$ cat src/rtl/compare_pkg.sv
`default_nettype none
// ============================================================================
// Module      : compare_pkg
// Description : Shared relation and persistence-state encodings for compare_seq.
// Revision    : 1.0 - initial release
// ============================================================================
package compare_pkg;

    localparam logic [1:0] CMP_EQ = 2'd0;
    localparam logic [1:0] CMP_GT = 2'd1;
    localparam logic [1:0] CMP_LT = 2'd2;
    localparam logic [1:0] CMP_NE = 2'd3;

    typedef enum logic [1:0] {
        ST_IDLE   = 2'd0,
        ST_ARMING = 2'd1,
        ST_FIRED  = 2'd2
    } state_t;

endpackage
`default_nettype wire

$ cat src/rtl/compare_channel.sv
`default_nettype none
// ============================================================================
// Module      : compare_channel
// Description : One comparator lane with persistence counter and sticky event.
// Revision    : 1.0 - initial release
// ============================================================================
module compare_channel
    import compare_pkg::*;
#(
    parameter int WIDTH      = 8,
    parameter int HOLD_WIDTH = 4
) (
    input  logic                  clk,
    input  logic                  reset,
    input  logic                  clear,
    input  logic                  in_valid,
    input  logic [WIDTH-1:0]      data,
    input  logic [WIDTH-1:0]      ref_data,
    input  logic [1:0]            mode,
    input  logic [HOLD_WIDTH-1:0] hold_count,
    output logic                  match,
    output logic                  fired,
    output logic [HOLD_WIDTH-1:0] count
);

    localparam logic [HOLD_WIDTH-1:0] c_count_max = '1;

    state_t                r_state;
    logic [HOLD_WIDTH-1:0] r_count;
    logic                  r_match;
    logic                  r_fired;

    logic                  w_hit;
    logic [HOLD_WIDTH:0]   w_count_inc;
    logic [HOLD_WIDTH:0]   w_hold_eff;
    logic [HOLD_WIDTH-1:0] w_count_next;
    logic                  w_reach;

    always_comb begin
        w_hit = 1'b0;
        case (mode)
            CMP_EQ:  w_hit = (data == ref_data);
            CMP_GT:  w_hit = (data >  ref_data);
            CMP_LT:  w_hit = (data <  ref_data);
            CMP_NE:  w_hit = (data != ref_data);
            default: w_hit = 1'b0;
        endcase
    end

    // A programmed hold of zero behaves as one; compare at HOLD_WIDTH+1 bits so
    // count+1 can never wrap past the threshold.
    assign w_count_inc  = {1'b0, r_count} + (HOLD_WIDTH+1)'(1);
    assign w_hold_eff   = (hold_count == '0) ? (HOLD_WIDTH+1)'(1) : {1'b0, hold_count};
    assign w_reach      = (w_count_inc >= w_hold_eff);
    assign w_count_next = (r_count == c_count_max) ? r_count : w_count_inc[HOLD_WIDTH-1:0];

    always_ff @(posedge clk) begin
        if (reset) begin
            r_state <= ST_IDLE;
            r_count <= '0;
            r_match <= 1'b0;
            r_fired <= 1'b0;
        end else begin
            if (in_valid) begin
                r_match <= w_hit;
            end
            if (clear) begin
                r_state <= ST_IDLE;
                r_count <= '0;
                r_fired <= 1'b0;
            end else if (in_valid) begin
                case (r_state)
                    ST_IDLE, ST_ARMING: begin
                        if (w_hit) begin
                            r_count <= w_count_next;
                            if (w_reach) begin
                                r_state <= ST_FIRED;
                                r_fired <= 1'b1;
                            end else begin
                                r_state <= ST_ARMING;
                            end
                        end else begin
                            r_count <= '0;
                            r_state <= ST_IDLE;
                        end
                    end
                    ST_FIRED: begin
                        r_state <= ST_FIRED;
                    end
                    default: begin
                        r_state <= ST_IDLE;
                        r_count <= '0;
                        r_fired <= 1'b0;
                    end
                endcase
            end
        end
    end

    assign match = r_match;
    assign fired = r_fired;
    assign count = r_count;

endmodule
`default_nettype wire

$ cat src/rtl/compare_seq.sv
`default_nettype none
// ============================================================================
// Module      : compare_seq
// Description : Multi-channel registered comparator with persistence filtering.
// Revision    : 1.0 - initial release
// ============================================================================
module compare_seq
    import compare_pkg::*;
#(
    parameter int WIDTH      = 8,
    parameter int CHANNELS   = 4,
    parameter int HOLD_WIDTH = 4
) (
    input  logic                         clk,
    input  logic                         reset,
    input  logic                         in_valid,
    input  logic [CHANNELS*WIDTH-1:0]    in_data,
    input  logic [WIDTH-1:0]             ref_data,
    input  logic [1:0]                   mode,
    input  logic [HOLD_WIDTH-1:0]        hold_count,
    input  logic                         clear,
    output logic                         out_valid,
    output logic [CHANNELS-1:0]          match,
    // Sticky fired flags; "event" itself is a reserved word in SystemVerilog.
    output logic [CHANNELS-1:0]          events,
    output logic                         any_event,
    output logic [((CHANNELS > 1) ? $clog2(CHANNELS) : 1)-1:0] first_ch
);

    localparam int CH_W = (CHANNELS > 1) ? $clog2(CHANNELS) : 1;

    logic                  r_out_valid;
    logic [CHANNELS-1:0]   w_match;
    logic [CHANNELS-1:0]   w_events;
    logic [CH_W-1:0]       w_first;

    always_ff @(posedge clk) begin
        if (reset) begin
            r_out_valid <= 1'b0;
        end else begin
            r_out_valid <= in_valid;
        end
    end

    generate
        for (genvar c = 0; c < CHANNELS; c++) begin : g_ch
            logic [HOLD_WIDTH-1:0] w_count;

            compare_channel #(
                .WIDTH      (WIDTH),
                .HOLD_WIDTH (HOLD_WIDTH)
            ) u_chan (
                .clk        (clk),
                .reset      (reset),
                .clear      (clear),
                .in_valid   (in_valid),
                .data       (in_data[c*WIDTH +: WIDTH]),
                .ref_data   (ref_data),
                .mode       (mode),
                .hold_count (hold_count),
                .match      (w_match[c]),
                .fired      (w_events[c]),
                .count      (w_count)
            );
        end
    endgenerate

    // Scan high to low so the lowest set index is the last to write.
    always_comb begin
        w_first = '0;
        for (int c = CHANNELS - 1; c >= 0; c--) begin
            if (w_events[c]) begin
                w_first = CH_W'(c);
            end
        end
    end

    assign out_valid = r_out_valid;
    assign match     = w_match;
    assign events    = w_events;
    assign any_event = |w_events;
    assign first_ch  = w_first;

endmodule
`default_nettype wire

$ cat config.mk
export PLATFORM = sky130hd
export DESIGN_NAME = compare_seq
export DESIGN_NICKNAME = d
export VERILOG_FILES = /design/src/rtl/compare_pkg.sv /design/src/rtl/compare_channel.sv /design/src/rtl/compare_seq.sv
export SDC_FILE = /design/constraint.sdc
export NUM_CORES = 1
export LEC_CHECK = 0
export ABC_AREA = 1
export CAP_MARGIN = 20
export CORE_MARGIN = 3
export CORE_UTILIZATION = 45
export DETAILED_ROUTE_END_ITERATION = 12
export GPL_TIMING_DRIVEN = 0
export PLACE_DENSITY = 0.75
export SLEW_MARGIN = 10
export SYNTH_ARGS = -nofsm -noshare
export SYNTH_HDL_FRONTEND = slang
export SYNTH_SLANG_ARGS = --single-unit
export TNS_END_PERCENT = 20
$ cat constraint.sdc
create_clock -name clk -period 1.9 [get_ports clk]
set_input_delay 0.57 -clock clk [delete_from_list [all_inputs] [get_ports clk]]
set_output_delay 0.57 -clock clk [all_outputs]
set_load 0.02 [all_outputs]
## Word-level counts from Yosys, hierarchy flattened

Cells that the tools add are included.

| operators by class | value |
|---|---|
| multiply operators | 0 |
| mux-type cells | 45 |
| reduce and logical (&&, ||, !) cells | 20 |
| order comparisons | 12 |
| divide/modulo/power cells | 0 |
| shifts and indexed selects | 0 |
| equal/unequal tests | 35 |
| $add $sub $neg | 4 |
| bitwise logic cells | 4 |

Operators with widths:

| operator | number |
|---|---|
| two-way mux 4 bit | 9 |
| equality test 8 bit | 4 |
| greater-than comparator 8 bit | 4 |
| less-than comparator 8 bit | 4 |
| inequality test 8 bit | 4 |
| one-hot mux 4 bit (2 select lines) | 4 |
| two-way mux 2 bit | 12 |
| adder 4 x 1 -> 5 bit, second input constant | 4 |
| greater-or-equal comparator 5 bit | 4 |
| equality test 4 bit, second input constant | 4 |
| inequality test 2 x 1 -> 1 bit, second input constant | 8 |
| one-hot mux 1 bit (4 select lines) | 4 |
| one-hot mux 2 bit (2 select lines) | 4 |
| AND reduction 4 bit | 4 |
| equality test 2 bit, second input constant | 6 |
| inequality test 3 bit, second input constant | 4 |
| AND reduction 3 bit | 4 |
| equality test 2 x 1 -> 1 bit, second input constant | 5 |
| logical NOT 2 bit | 5 |
| OR reduction 2 bit | 5 |
| two-way mux 1 bit | 8 |
| one-hot mux 1 bit (2 select lines) | 4 |
| logical NOT 4 bit | 1 |
| inverter 1 bit | 4 |
| OR reduction 4 bit | 1 |

| word-level totals | value |
|---|---|
| bits of input ports | 50 |
| bits in read-only memories | 0 |
| output and inout bits | 12 |
| word-level logic and storage cells | 137 |
| register bits after elaboration | 33 |
| memories | 0 |
| bits in latches | 0 |
| RAM bits | 0 |

## Depth between registers and ports, before layout

| logic depth | value |
|---|---|
| depth in word-level cells | 6 |
| mapped depth | 17 |
| depth with buffers taken out | 17 |

## Modules after synthesis

From an unflattened synthesis, not the netlist that was laid out.

| unflattened totals | value |
|---|---|
| cell total of the unflattened synthesis | 500 |
| area total of the unflattened synthesis | 3200.6 sq um |

By module, submodules not included:

| module | cells an instance | instances | area an instance (sq um) | seq. area each (sq um) |
|---|---|---|---|---|
| compare_channel (g_ch[0].u_chan ...) | 122 | 3 | 778.2 | 160.2 |
| compare_channel (g_ch[3].u_chan) | 122 | 1 | 792.0 | 160.2 |
| compare_seq | 12 | 1 | 73.8 | 20.0 |

## Worst setup path before layout

Ideal clock, no wire load.

| path | value |
|---|---|
| path kind | input port to flip-flop |
| from | input port hold_count[2] |
| to | register g_ch[1].u_chan.r_state[0] |
| setup slack | -0.096 ns |
| required time | 1.830 ns |
| arrival | 1.926 ns |
| library setup time | 0.070 ns |
| path buffers | 0 |
| cell stages on the path | 9 |
| cells stage by stage | inv_1 a31o_2 ha_1 o21ai_0 a21boi_0 o21ai_0 nand3_1 nand3b_1 a21oi_1 |

| on the way | value |
|---|---|
| longest elaborated chain between the ends | 6 |

RTL lines:

| what | line | RTL |
|---|---|---|
| start: declaration | compare_seq.sv:20 | `input logic [HOLD_WIDTH-1:0] hold_count,` |
| logical NOT 4 bit | compare_channel.sv:53 | `assign w_hold_eff = (hold_count == '0) ? (HOLD_WIDTH+1)'(1) : {1'b0, hold_count};` |
| two-way mux 4 bit (*) | compare_channel.sv:53 |  |
| greater-or-equal comparator 5 bit (*) | compare_channel.sv:54 | `assign w_reach = (w_count_inc >= w_hold_eff);` |
| two-way mux 2 bit (*) | compare_channel.sv:76 | `if (w_reach) begin` |
| two-way mux 2 bit (*) | compare_channel.sv:74 | `if (w_hit) begin` |
| one-hot mux 2 bit (2 select lines) (*) | compare_channel.sv:72 | `case (r_state)` |
| end signal: assignment | compare_channel.sv:59 | `r_state <= ST_IDLE;` |
| end signal: assignment | compare_channel.sv:77 | `r_state <= ST_FIRED;` |
| end signal: assignment | compare_channel.sv:80 | `r_state <= ST_ARMING;` |
| end: declaration | compare_channel.sv:28 | `state_t r_state;` |

Every way passes the cells marked *; elsewhere a longest branch is shown, timed or not.
A chain may end at the register's enable or synchronous reset.

## Worst setup path in the final report

| path | value |
|---|---|
| from | input port hold_count[0] |
| to | register g_ch[1].u_chan.r_state[0] |

The elaborated chain is that of the path after synthesis.

==> results.cfg <==
[run]
maxCapViolations = 0

[critical_path]
slowest_delay_ns = 0.27
cp_slowest_cell = a31o_4
ff2ff_path_depth = 8
critical_path.top_delay_family = compound AO/OA/AOI/OAI gates
worstSetupStartpointType = primary input
worst-path-buf-inv = 1
critPathMaxFanout = 4
cp_num_cells = 9
worstSetupEndpointType = flip-flop
path_class = primary input to flip-flop
cp_cell_sequence = clkdlybuf4s15_1 > a31o_4 > ha_4 > o21ai_2 > a21boi_1 > o21ai_1 > nand3_1 > nand3b_1 > a21oi_1
crit_arrival_ns = 2.21
worstPathRequired_ns = 2.13

[timing]
final_hold_viol_count = 0
tns_ns = -0.116
setup_ws_ns = -0.0796
min_period_ns = 1.98
fmax_mhz = 505
setup_viol = 3
finClkSkew_ns = 0.00571
grt_setup_unrepaired = yes
maxSlewViolCount = 0
worst_pin_slew_ns = 0.448
fin_crit_sh_pct = 104
max_slew_margin_pct = 70.1

[die]
dieArea_sq_um = 7800
die_h_microns = 88.3
coreArea_sq_um = 6460
ios = 62
fp-row-count = 29
die_w_microns = 88.3
initial_core_util_pct = 47.2

[power]
share_comb_of_total_power_pct = 40.1
clockPowerShare_pct = 25.2
seqPwrFrac_pct = 34.7
cellLeakagePower_nw = 2.23
p_switching_w = 0.000799
peakVddDrop_v = 0.000332
switching_share_pct = 36.9
pwr_density_cell_nw_per_um2 = 475
p_int_w = 0.00136

[logic_synthesis]
async_flop_share_pct = 0
synth_top_area_share_pct = 21.7
synth_edf_count = 0
synth.most_common_cell = nand2_1
ys_warn_count = 0
syn_nets = 556
netlist_top_cells_count = nand2_1, inv_1, ha_1, nor2_1
synth.cell_area_sq_um = 3050
syn_avg_cell_area_sq_um = 6.72
ys_top_cells_by_area = dfxtp_1, ha_1, nand2_1
yosys.cell_types.count = 31
synth_top_area_cell = dfxtp_1
synth_cells = 454
synth_ff_type = dfxtp_1
ys_seq_elements = 33
synth_seq_area_share_pct = 21.7

[hold_path]
hold_class = flip-flop to flip-flop
whs_path_depth = 2

[drt]
drt-initial-drc-count = 191
drc = 0
firstDrtPassIters = 5
vias_per_cell = 5.38
drtAntennaViolNets = 0
vias = 3275
wirelength_mm = 9.15
wl_per_cell_microns = 15.0

[global_routing]
grt_max_degree = 12
grt_pass1_vias = 2949
grt_antenna_before_repair = 0
grt_util_all_layers_pct = 21.4
grt_overflow = 0
grt_pass1_wl_mm = 13.2

[clock_tree]
numCtsBuffers = 5
cts.sinks = 33
clockBufferDepth = 2
cts_hold_buf = 0
clock-root-buffer = clkbuf_8
cts_tree = yes
htree_levels = 2
path_clk_slew_ns = 0.08
clk_latency_ns = 0.29

[cells_and_area]
final_nets = 633
drive_gt1_share_pct = 34.4
utilization_pct = 70.5
antenna_cells = 0
synthToLayoutAreaGrowth_pct = 49.4

[placement]
port_buffers = 60
gp_congestion = 0.863
dpl.hpwl_mm = 5.98

[status]
violations = setup timing
status = finished, violations left
-- logic make-up (layout without fill, tap and decap cells) --
| family | after synthesis | after routing | synth area share (%) |
|---|---|---|---|
| compound gates | 64 | 64 | 11.8 |
| buf+inv | 93 | 171 | 12.9 |
| xor+xnor | 8 | 8 | 2.30 |
| simple gates | 204 | 204 | 30.0 |
| flops | 33 | 33 | 21.7 |
| fa+ha+maj | 52 | 52 | 21.3 |
-- per-layer routing --
metal / part of all wire (%) / global-route usage (%) / up-vias
li1: - / - / 1605
met1: 40 / 26.0 / 1537
met2: 52 / 39.4 / 107
met3: 4.7 / 2.70 / 26
met4: 3.1 / 5.77 / 0
met5: 0 / 0 / -
-- tightest hold or removal path, stage by stage (launching register included) --
cell,delay (ns)
dfxtp_1,0.31
nand2_1,0.06
a21oi_1,0.05
-- worst paths after layout --
path	start	endpoint	slack (ns)
setup reg to reg	g_ch[1].u_chan.count[0]	g_ch[1].u_chan.r_state[0]	-0.04
hold reg to reg	g_ch[3].u_chan.match	g_ch[3].u_chan.match	0.47
setup / recovery	hold_count[0]	g_ch[1].u_chan.r_state[0]	-0.08
hold / removal	g_ch[3].u_chan.match	g_ch[3].u_chan.match	0.47
-- layout by cell type, fill, tap and decap left out, types with 4 or more instances in the layout --
| master | n |
|---|---|
| inv_1 | 62 |
| nand2_1 | 61 |
| nor2_1 | 43 |
| dfxtp_1 | 29 |
| nand2_2 | 28 |
| nand3_1 | 27 |
| ha_1 | 25 |
| ha_4 | 25 |
| buf_4 | 24 |
| a21oi_1 | 21 |
| o21ai_0 | 14 |
| dlymetal6s2s_1 | 13 |
| inv_2 | 11 |
| dlygate4sd2_1 | 11 |
| a21oi_2 | 10 |
| nand2_4 | 9 |
| clkbuf_2 | 9 |
| nor2_2 | 7 |
| xor2_1 | 6 |
| clkbuf_8 | 6 |
| nor2_4 | 6 |
| nand3_2 | 6 |
| buf_6 | 6 |
| clkdlybuf4s15_1 | 6 |
| nand3b_1 | 5 |
| nand4_1 | 5 |
| clkdlybuf4s50_1 | 5 |
| inv_4 | 4 |
| a21boi_1 | 4 |
| o21ai_1 | 4 |
| nand3_4 | 4 |
-- through the flow --
stage	hold slack, ns	total power (W)	worst slack (ns)	cell area (sq um)	std cells
floorplan	0.440	0.00116	-0.0171	3050	454
global placement	0.451	0.00137	-0.732	3750	591
detailed placement	0.458	0.00140	-0.769	3750	591
CTS	0.469	0.00204	-0.167	4210	605
global route	0.494	0.00228	-0.133	4560	609
finish	0.465	0.00216	-0.0796	4560	609
-- final cells by class --
cell class | instances | area [sq um]
Timing Repair Buffer | 70 | 653
Inverter | 80 | 330
Clock buffer | 5 | 68.8
Clock inverter | 3 | 17.5
Tap cell | 77 | 96.3
Buffer | 13 | 95.1
Multi-Input combinational cell | 328 | 2630
Sequential cell | 33 | 668
Fill cell | 476 | 1900
-- timing repair --
action	CTS	global route
cloned	0	0
endpoints found under the setup margin	39	37
setup buffers	6	4
pin swaps	69	60
gates resized for setup	138	112
-- sequential cells by signal (all words and copies together) (netlist names) --
name / count
g_ch.u_chan.match: 4
g_ch.u_chan.r_state: 8
g_ch.u_chan.fired: 4
out_valid: 1
g_ch.u_chan.count: 16
-- power by group through the flow --
stage	clock [W]	combinational, W	sequential, W
2_1_floorplan	0	0.000406	0.000758
3_3_place_gp	0	0.000612	0.000761
3_5_place_dp	0	0.000633	0.000762
4_1_cts	0.000549	0.000745	0.000748
5_1_grt	0.000574	0.000950	0.000754
6_report	0.000546	0.000867	0.000750
No activity file was read; power rests on OpenSTA's default activity.
